<file path="src/rtl/mips_mmio_txport.sv">
// Memory-mapped transmit port on the 8-bit MIPS bus: CPU stores to TXDATA_ADR
// are queued in a small FIFO, drained by an external valid/ready consumer.
module mips_mmio_txport #(
    parameter int             WIDTH      = 8,
    parameter int             DEPTH      = 4,
    parameter logic [WIDTH-1:0] TXDATA_ADR = 8'hFC,
    parameter logic [WIDTH-1:0] STATUS_ADR = 8'hFD
) (
    input  logic             clk,
    input  logic             reset,
    input  logic             memwrite,
    input  logic [WIDTH-1:0] adr,
    input  logic [WIDTH-1:0] writedata,
    output logic             sel,
    output logic [WIDTH-1:0] readdata,
    output logic [WIDTH-1:0] out_data,
    output logic             out_valid,
    input  logic             out_ready,
    output logic             overflow
);
    localparam int PW = $clog2(DEPTH);
    localparam int CW = PW + 1;
    localparam logic [CW-1:0] FULL_CNT = CW'(DEPTH);

    logic [WIDTH-1:0] r_mem [DEPTH];
    logic [PW-1:0]    r_rptr, r_wptr;
    logic [CW-1:0]    r_count;
    logic             r_overflow;

    logic             w_hit_tx, w_hit_st;
    logic             w_push, w_pop, w_full, w_empty;
    logic             w_accept, w_drop, w_clear;
    logic [4:0]       w_cnt5;
    logic [7:0]       w_status;

    assign w_hit_tx = (adr == TXDATA_ADR);
    assign w_hit_st = (adr == STATUS_ADR);
    assign sel      = w_hit_tx | w_hit_st;

    assign w_empty  = (r_count == '0);
    assign w_full   = (r_count == FULL_CNT);
    assign w_push   = memwrite & w_hit_tx;
    assign w_pop    = ~w_empty & out_ready;
    // A pop in the same cycle frees the slot a full-FIFO push needs.
    assign w_accept = w_push & (~w_full | w_pop);
    assign w_drop   = w_push & w_full & ~w_pop;
    assign w_clear  = memwrite & w_hit_st & writedata[2];

    always_ff @(posedge clk or negedge reset) begin
        if (!reset) begin
            r_rptr     <= '0;
            r_wptr     <= '0;
            r_count    <= '0;
            r_overflow <= 1'b0;
        end else begin
            if (w_accept) r_wptr <= r_wptr + 1'b1;
            if (w_pop)    r_rptr <= r_rptr + 1'b1;
            case ({w_accept, w_pop})
                2'b10:   r_count <= r_count + 1'b1;
                2'b01:   r_count <= r_count - 1'b1;
                default: r_count <= r_count;
            endcase
            if (w_drop)       r_overflow <= 1'b1;
            else if (w_clear) r_overflow <= 1'b0;
        end
    end

    // Storage is deliberately left out of reset; the output mux hides stale entries.
    always_ff @(posedge clk) begin
        if (w_accept) r_mem[r_wptr] <= writedata;
    end

    assign out_valid = ~w_empty;
    assign out_data  = w_empty ? '0 : r_mem[r_rptr];
    assign overflow  = r_overflow;

    assign w_cnt5   = 5'(r_count);
    assign w_status = {w_cnt5, r_overflow, w_full, w_empty};
    assign readdata = w_hit_st ? WIDTH'(w_status) : '0;

endmodule

</file>
<file path="config.mk">
export PLATFORM = sky130hd
export DESIGN_NAME = mips_mmio_txport
export DESIGN_NICKNAME = d
export VERILOG_FILES = /design/src/rtl/mips_mmio_txport.sv
export SDC_FILE = /design/constraint.sdc
export NUM_CORES = 1
export LEC_CHECK = 0
export BUFFER_PORTS_ARGS = -buffer_cell sky130_fd_sc_hd__buf_2
export CAP_MARGIN = 10
export CORE_UTILIZATION = 41
export DETAILED_ROUTE_END_ITERATION = 7
export GPL_ROUTABILITY_DRIVEN = 1
export MAX_ROUTING_LAYER = met4
export SETUP_SLACK_MARGIN = 0.02
export SLEW_MARGIN = 10
export SYNTH_ARGS = -nofsm -noshare
export SYNTH_HDL_FRONTEND = slang
export SYNTH_SLANG_ARGS = --single-unit
</file>
<file path="constraint.sdc">
create_clock -name clk -period 2.85 [get_ports clk]
set_clock_uncertainty 0.1 [all_clocks]
set_input_delay 0.57 -clock clk [delete_from_list [all_inputs] [get_ports clk]]
set_output_delay 0.57 -clock clk [all_outputs]
set_load 0.01 [all_outputs]
</file>
### After elaboration in Yosys (flattened, before gate mapping)

Memory sizes are Yosys's and may differ from the RTL's.
Cells that the tools add are included.

* flip-flop bits (word level): 8
* memories kept: 1
* word-level logic and storage cells: 36
* bits in writable memories: 32

Memory list
* r_mem: depth 4, bits a word 8, read ports 1, clocked after memory_dff 0, write ports 1, line 25 `logic [WIDTH-1:0] r_mem [DEPTH];`

* reduce and logical (&&, ||, !) cells: 3
* equal/unequal tests: 5
* bitwise gates (word level): 12
* add/sub/neg operators: 4
* muxes and demuxes: 7

Operator list (count)
* 8-bit equality test, second input constant: 2
* 8-bit two-way mux: 1
* 1-bit bitwise AND: 7
* 6-bit two-way mux: 1
* 3-bit case mux with 2 select lines: 1
* 2-bit by 1-bit adder with 2-bit output, second input constant: 2
* 1-bit two-way mux: 4
* 2-bit nonzero test: 2
* 3-bit by 1-bit adder with 3-bit output, second input constant: 1
* 3-bit equality test, second input constant: 1
* 3-bit zero test: 1
* 1-bit inverter: 3
* 3-bit by 1-bit subtractor with 3-bit output, second input constant: 1
* 2-bit by 1-bit equality test with 1-bit output, second input constant: 1
* 2-bit equality test, second input constant: 1
* 1-bit bitwise OR: 2

### Logic depth before layout (Yosys ltp)

* word-level depth: 7
* depth in mapped cells: 9
* depth with buffers taken out: 9

### Worst setup path after synthesis

OpenSTA, ideal clock, no wires.

* path kind: input to register
* start point: in out_ready
* end point: reg r_count[2]
* required time: 2.671 ns
* buffers on the path: 0
* setup time: 0.079 ns
* stages on the path: 9
* arrival: 2.056 ns
* path slack: 0.614 ns
* cell sequence: nor4b_2 > nor4_4 > inv_1 > ha_1 > inv_1 > fa_1 > xor2_1 > nor2_1 > xor2_1

* cells in the longest elaborated chain, start to end: 5
* elaborated cells on any way between the ends: 7

Ends and longest elaborated chain
* start: declaration: line 18 `input logic out_ready,`
* 1-bit bitwise AND *: line 43 `assign w_pop = ~w_empty & out_ready;`
* 1-bit bitwise OR: line 45 `assign w_accept = w_push & (~w_full | w_pop);`
* 1-bit bitwise AND: line 45
* 2-bit by 1-bit equality test with 1-bit output or 2-bit equality test (tied branches): line 58 `case ({w_accept, w_pop})`
* 3-bit case mux with 2 select lines or 2-bit nonzero test (tied branches)
* end signal: assignment: line 59 `2'b10: r_count <= r_count + 1'b1;`
* end signal: assignment: line 60 `2'b01: r_count <= r_count - 1'b1;`
* end signal: assignment: line 61 `default: r_count <= r_count;`
* end: declaration: line 27 `logic [CW-1:0] r_count;`

Every way passes the cells marked *; elsewhere a longest branch is shown, timed or not.
A chain may end at the register's enable or synchronous reset.

### Final worst setup path

* start point: reg r_rptr[0]
* end point: out out_data[1]

* cells in the longest elaborated chain, start to end: 2

Ends and longest elaborated chain
* start: declaration: line 26 `logic [PW-1:0] r_rptr, r_wptr;`
* start signal: assignment: line 57 `if (w_pop) r_rptr <= r_rptr + 1'b1;`
* memory 4 x 8 bit
* 8-bit two-way mux: line 74 `assign out_data = w_empty ? '0 : r_mem[r_rptr];`
* end: declaration: line 16 `output logic [WIDTH-1:0] out_data,`

No other way between the ends.

==> flow_summary.rst <==
.. list-table::
   :header-rows: 1

   * - Metric
     - Value
   * - Data arrival time of the critical path
     - 1.83 ns
   * - Delay of the slowest cell on the worst path
     - 0.50 ns
   * - Element type at the critical path start
     - register
   * - Cell area after technology mapping
     - 1826 sq um
   * - Remaining antenna violation count after routing
     - 0
   * - Setup Fix Bufs, Post-CTS
     - 0
   * - Number of storage elements in the synthesis netlist
     - 40
   * - Number of antenna violations at the first check in global routing
     - 0
   * - Area of the die
     - 4723 sq um
   * - Tightest Pin Transition
     - 0.5497 ns
   * - Max capacitance violation total
     - 0
   * - Filler cell count
     - 343
   * - DRC
     - 0
   * - Final period util
     - 87.67%
   * - Post-synth EDFFs
     - 32
   * - Clock latency on the worst-skew pair
     - 0.29 ns
   * - CTS HTree Levels
     - 2
   * - Start point of the critical path
     - r_rptr[0]
   * - Category of cells accounting for the largest share of critical-path delay
     - flip-flops
   * - Peak supply drop
     - 320.2 uV
   * - Root Buffer Master
     - sky130_fd_sc_hd__clkbuf_8
   * - Drt wl/cell
     - 16.32 um
   * - Placeable core area
     - 4144 sq um
   * - Max-slew violation count
     - 0
   * - Kind of end point of the critical path
     - output port
   * - Global placement routability congestion
     - 0.7243
   * - Count of port buffers added during placement
     - 36
   * - Critical path, cell by cell
     - buf_4 -> mux4_2 -> and2_1 -> buf_2
   * - Setup total negative slack
     - 0 ns
   * - Worst max-slew margin expressed relative to the limit
     - 63.05%
   * - Prevailing post-synth register cell
     - sky130_fd_sc_hd__edfxtp_1
   * - Combined buffer and inverter count along the critical path
     - 2
   * - Leakage power figure
     - 0.0008501 uW
   * - Average vias per placed instance
     - 5.065
   * - TritonCTS Sinks
     - 40
   * - Required arrival time at the worst endpoint
     - 2.18 ns
   * - Wire length of the first global-routing pass
     - 5.071 mm
   * - Largest net degree at the start of global routing
     - 14
   * - Number of hold-repair buffers added at the cts stage
     - 0
   * - Period minus WS final
     - 2.499 ns
   * - Class of the most critical setup path
     - register to output port
   * - Floorplan die height
     - 68.73 um
   * - Ratio of total power to cell area
     - 783.1 nW/um^2
   * - Count of instances resized after the clock tree is built
     - 0
   * - Count of unique library cells instantiated by Yosys
     - 30
   * - Total routing usage reported by global routing
     - 16.53%
   * - Final Routed Wirelength
     - 3.247 mm
   * - Half-perimeter wire length after placement
     - 2.333 mm
   * - Fraction of registers with async set/reset
     - 20.00%
   * - RSZ-0062 raised after global routing
     - false
   * - Via count of the first global-routing pass
     - 1033
   * - Number of instances in the synthesized netlist
     - 108
   * - Rows
     - 23
   * - Area used by multi-input combinational logic
     - 610.6 sq um
   * - Layout cells sized above 1
     - 39.60%
   * - Total power of the final layout
     - 1694 uW
   * - Mean post-synth cell area
     - 16.90 sq um
   * - Grt ovf
     - 0
   * - Fmax
     - 0.4002 GHz
   * - Area overhead of the layout relative to synthesis
     - 18.51%
   * - Beginning of the worst register-to-register path
     - r_count[0]
   * - Count of vias placed by the detailed router
     - 1008
   * - Register area share after synthesis
     - 63.61%
   * - Critical path's slowest cell
     - sky130_fd_sc_hd__dfrtp_1
   * - Die X-Extent
     - 68.73 um
   * - Total of warnings raised by yosys
     - 0
   * - Net count of the finished layout
     - 174
   * - Result of the run
     - completed
   * - Maximum fanout count along the critical path
     - 6
   * - Initial core utilization
     - 44.05%
   * - Count of antenna diodes in the layout
     - 0
   * - Violation count after the first detailed-route iteration
     - 69
   * - Count of final hold-check violations
     - 0
   * - Number of CTS-inserted buffers
     - 5
   * - Clock transition at the register clock pins on the worst setup and hold paths after CTS
     - 0.08 ns
   * - I/O pin total
     - 39
   * - Setup Viol. Count Final
     - 0
   * - CTS tree
     - built
   * - Number of detailed-routing iterations run before antenna repair
     - 4
   * - Buffers from clock root to sink, at most
     - 2
   * - Total area of sequential cells
     - 1161 sq um
   * - Type of the tightest min-delay check
     - primary input to async pin
[power breakdown]
part / internal [uW] / total [uW] / switching [uW]
clock network: 259 / 454 / 195
registers: 672 / 751 / 79.1
logic: 269 / 490 / 220
total: 1200 / 1690 / 494
[per-stage QoR]
| step | utilization, % | area, sq um | setup slack [ns] | hold slack, ns | instances |
|---|---|---|---|---|---|
| 2_1_floorplan | - | 1829 | 0.6145 | 0.1744 | 109 |
| 3_3_place_gp | 49.52 | 2052 | 0.4310 | 0.3329 | 191 |
| 3_5_place_dp | 49.52 | 2052 | 0.3513 | 0.3345 | 191 |
| 4_1_cts | 52.20 | 2163 | 0.3042 | 0.01407 | 199 |
| 5_1_grt | 52.20 | 2163 | 0.1889 | 0.01517 | 199 |
| 6_report | 52.20 | 2163 | 0.3515 | 0.02479 | 199 |
[final timing paths]
check                         endpoint  slack, ns  depth (start not counted)
setup / recovery           out_data[1]       0.35                          4
hold / removal                overflow       0.02                          1
setup reg to reg            r_count[2]       0.54                          8
hold reg to reg             r_count[2]       0.43                          1
max in group asynchronous    r_wptr[1]       2.44                          1
min in group clk           r_mem[2][0]       0.39                          1
[cells in the mapped netlist, types with 2 or more instances]
cell                       count  area share, %
sky130_fd_sc_hd__and2_1       17            5.8
sky130_fd_sc_hd__buf_4         2           0.82
sky130_fd_sc_hd__clkbuf_1      2           0.41
sky130_fd_sc_hd__dfrtp_1       8             11
sky130_fd_sc_hd__edfxtp_1     32             53
sky130_fd_sc_hd__ha_1          5            3.4
sky130_fd_sc_hd__inv_1         8            1.6
sky130_fd_sc_hd__mux4_2        8            9.9
sky130_fd_sc_hd__xnor2_1       3            1.4
sky130_fd_sc_hd__xor2_1        3            1.4
[cells by family (layout without fill, tap and decap cells)]
logic type / after synthesis / after routing / synth area share [%]
simple gates: 30 / 30 / 13.50
buf+inv: 13 / 53 / 3.153
mux: 10 / 10 / 11.24
xor+xnor: 6 / 6 / 2.879
compound gates: 2 / 2 / 0.8913
other cells: 1 / 2 / 0.2054
flops: 40 / 40 / 63.61
fa+ha+maj: 6 / 6 / 4.524
[cell type report]
type,count,area share (%)
clock buffers,5,3.181
clock inverters,3,1.966
inverters,8,1.388
multi-input cells,56,28.22
flip-flops and latches,40,53.67
well taps,50,2.892
repair buffers,37,8.676
[registers in the layout (all words and copies together) (netlist names)]
signal    flops
r_mem        32
r_wptr        2
overflow      1
r_count       3
r_rptr        2
[layout by cell type, fill, tap and decap left out, types with 2 or more instances in the layout]
cell | Yosys | layout
sky130_fd_sc_hd__xnor2_1 | 3 | 3
sky130_fd_sc_hd__edfxtp_1 | 32 | 32
sky130_fd_sc_hd__clkbuf_8 | 0 | 5
sky130_fd_sc_hd__mux4_2 | 8 | 8
sky130_fd_sc_hd__buf_2 | 1 | 36
sky130_fd_sc_hd__and2_1 | 17 | 17
sky130_fd_sc_hd__xor2_1 | 3 | 3
sky130_fd_sc_hd__inv_1 | 8 | 8
sky130_fd_sc_hd__dfrtp_1 | 8 | 8
sky130_fd_sc_hd__ha_1 | 5 | 5
sky130_fd_sc_hd__conb_1 | 1 | 2
[routing by layer]
layer | track usage (%) | wire (um)
met1 | 19.25 | 1360
met5 | - | 0
met4 | 6.122 | 44
met3 | 5.099 | 166
met2 | 26.96 | 1676
Power figures use the tool's default switching activity.
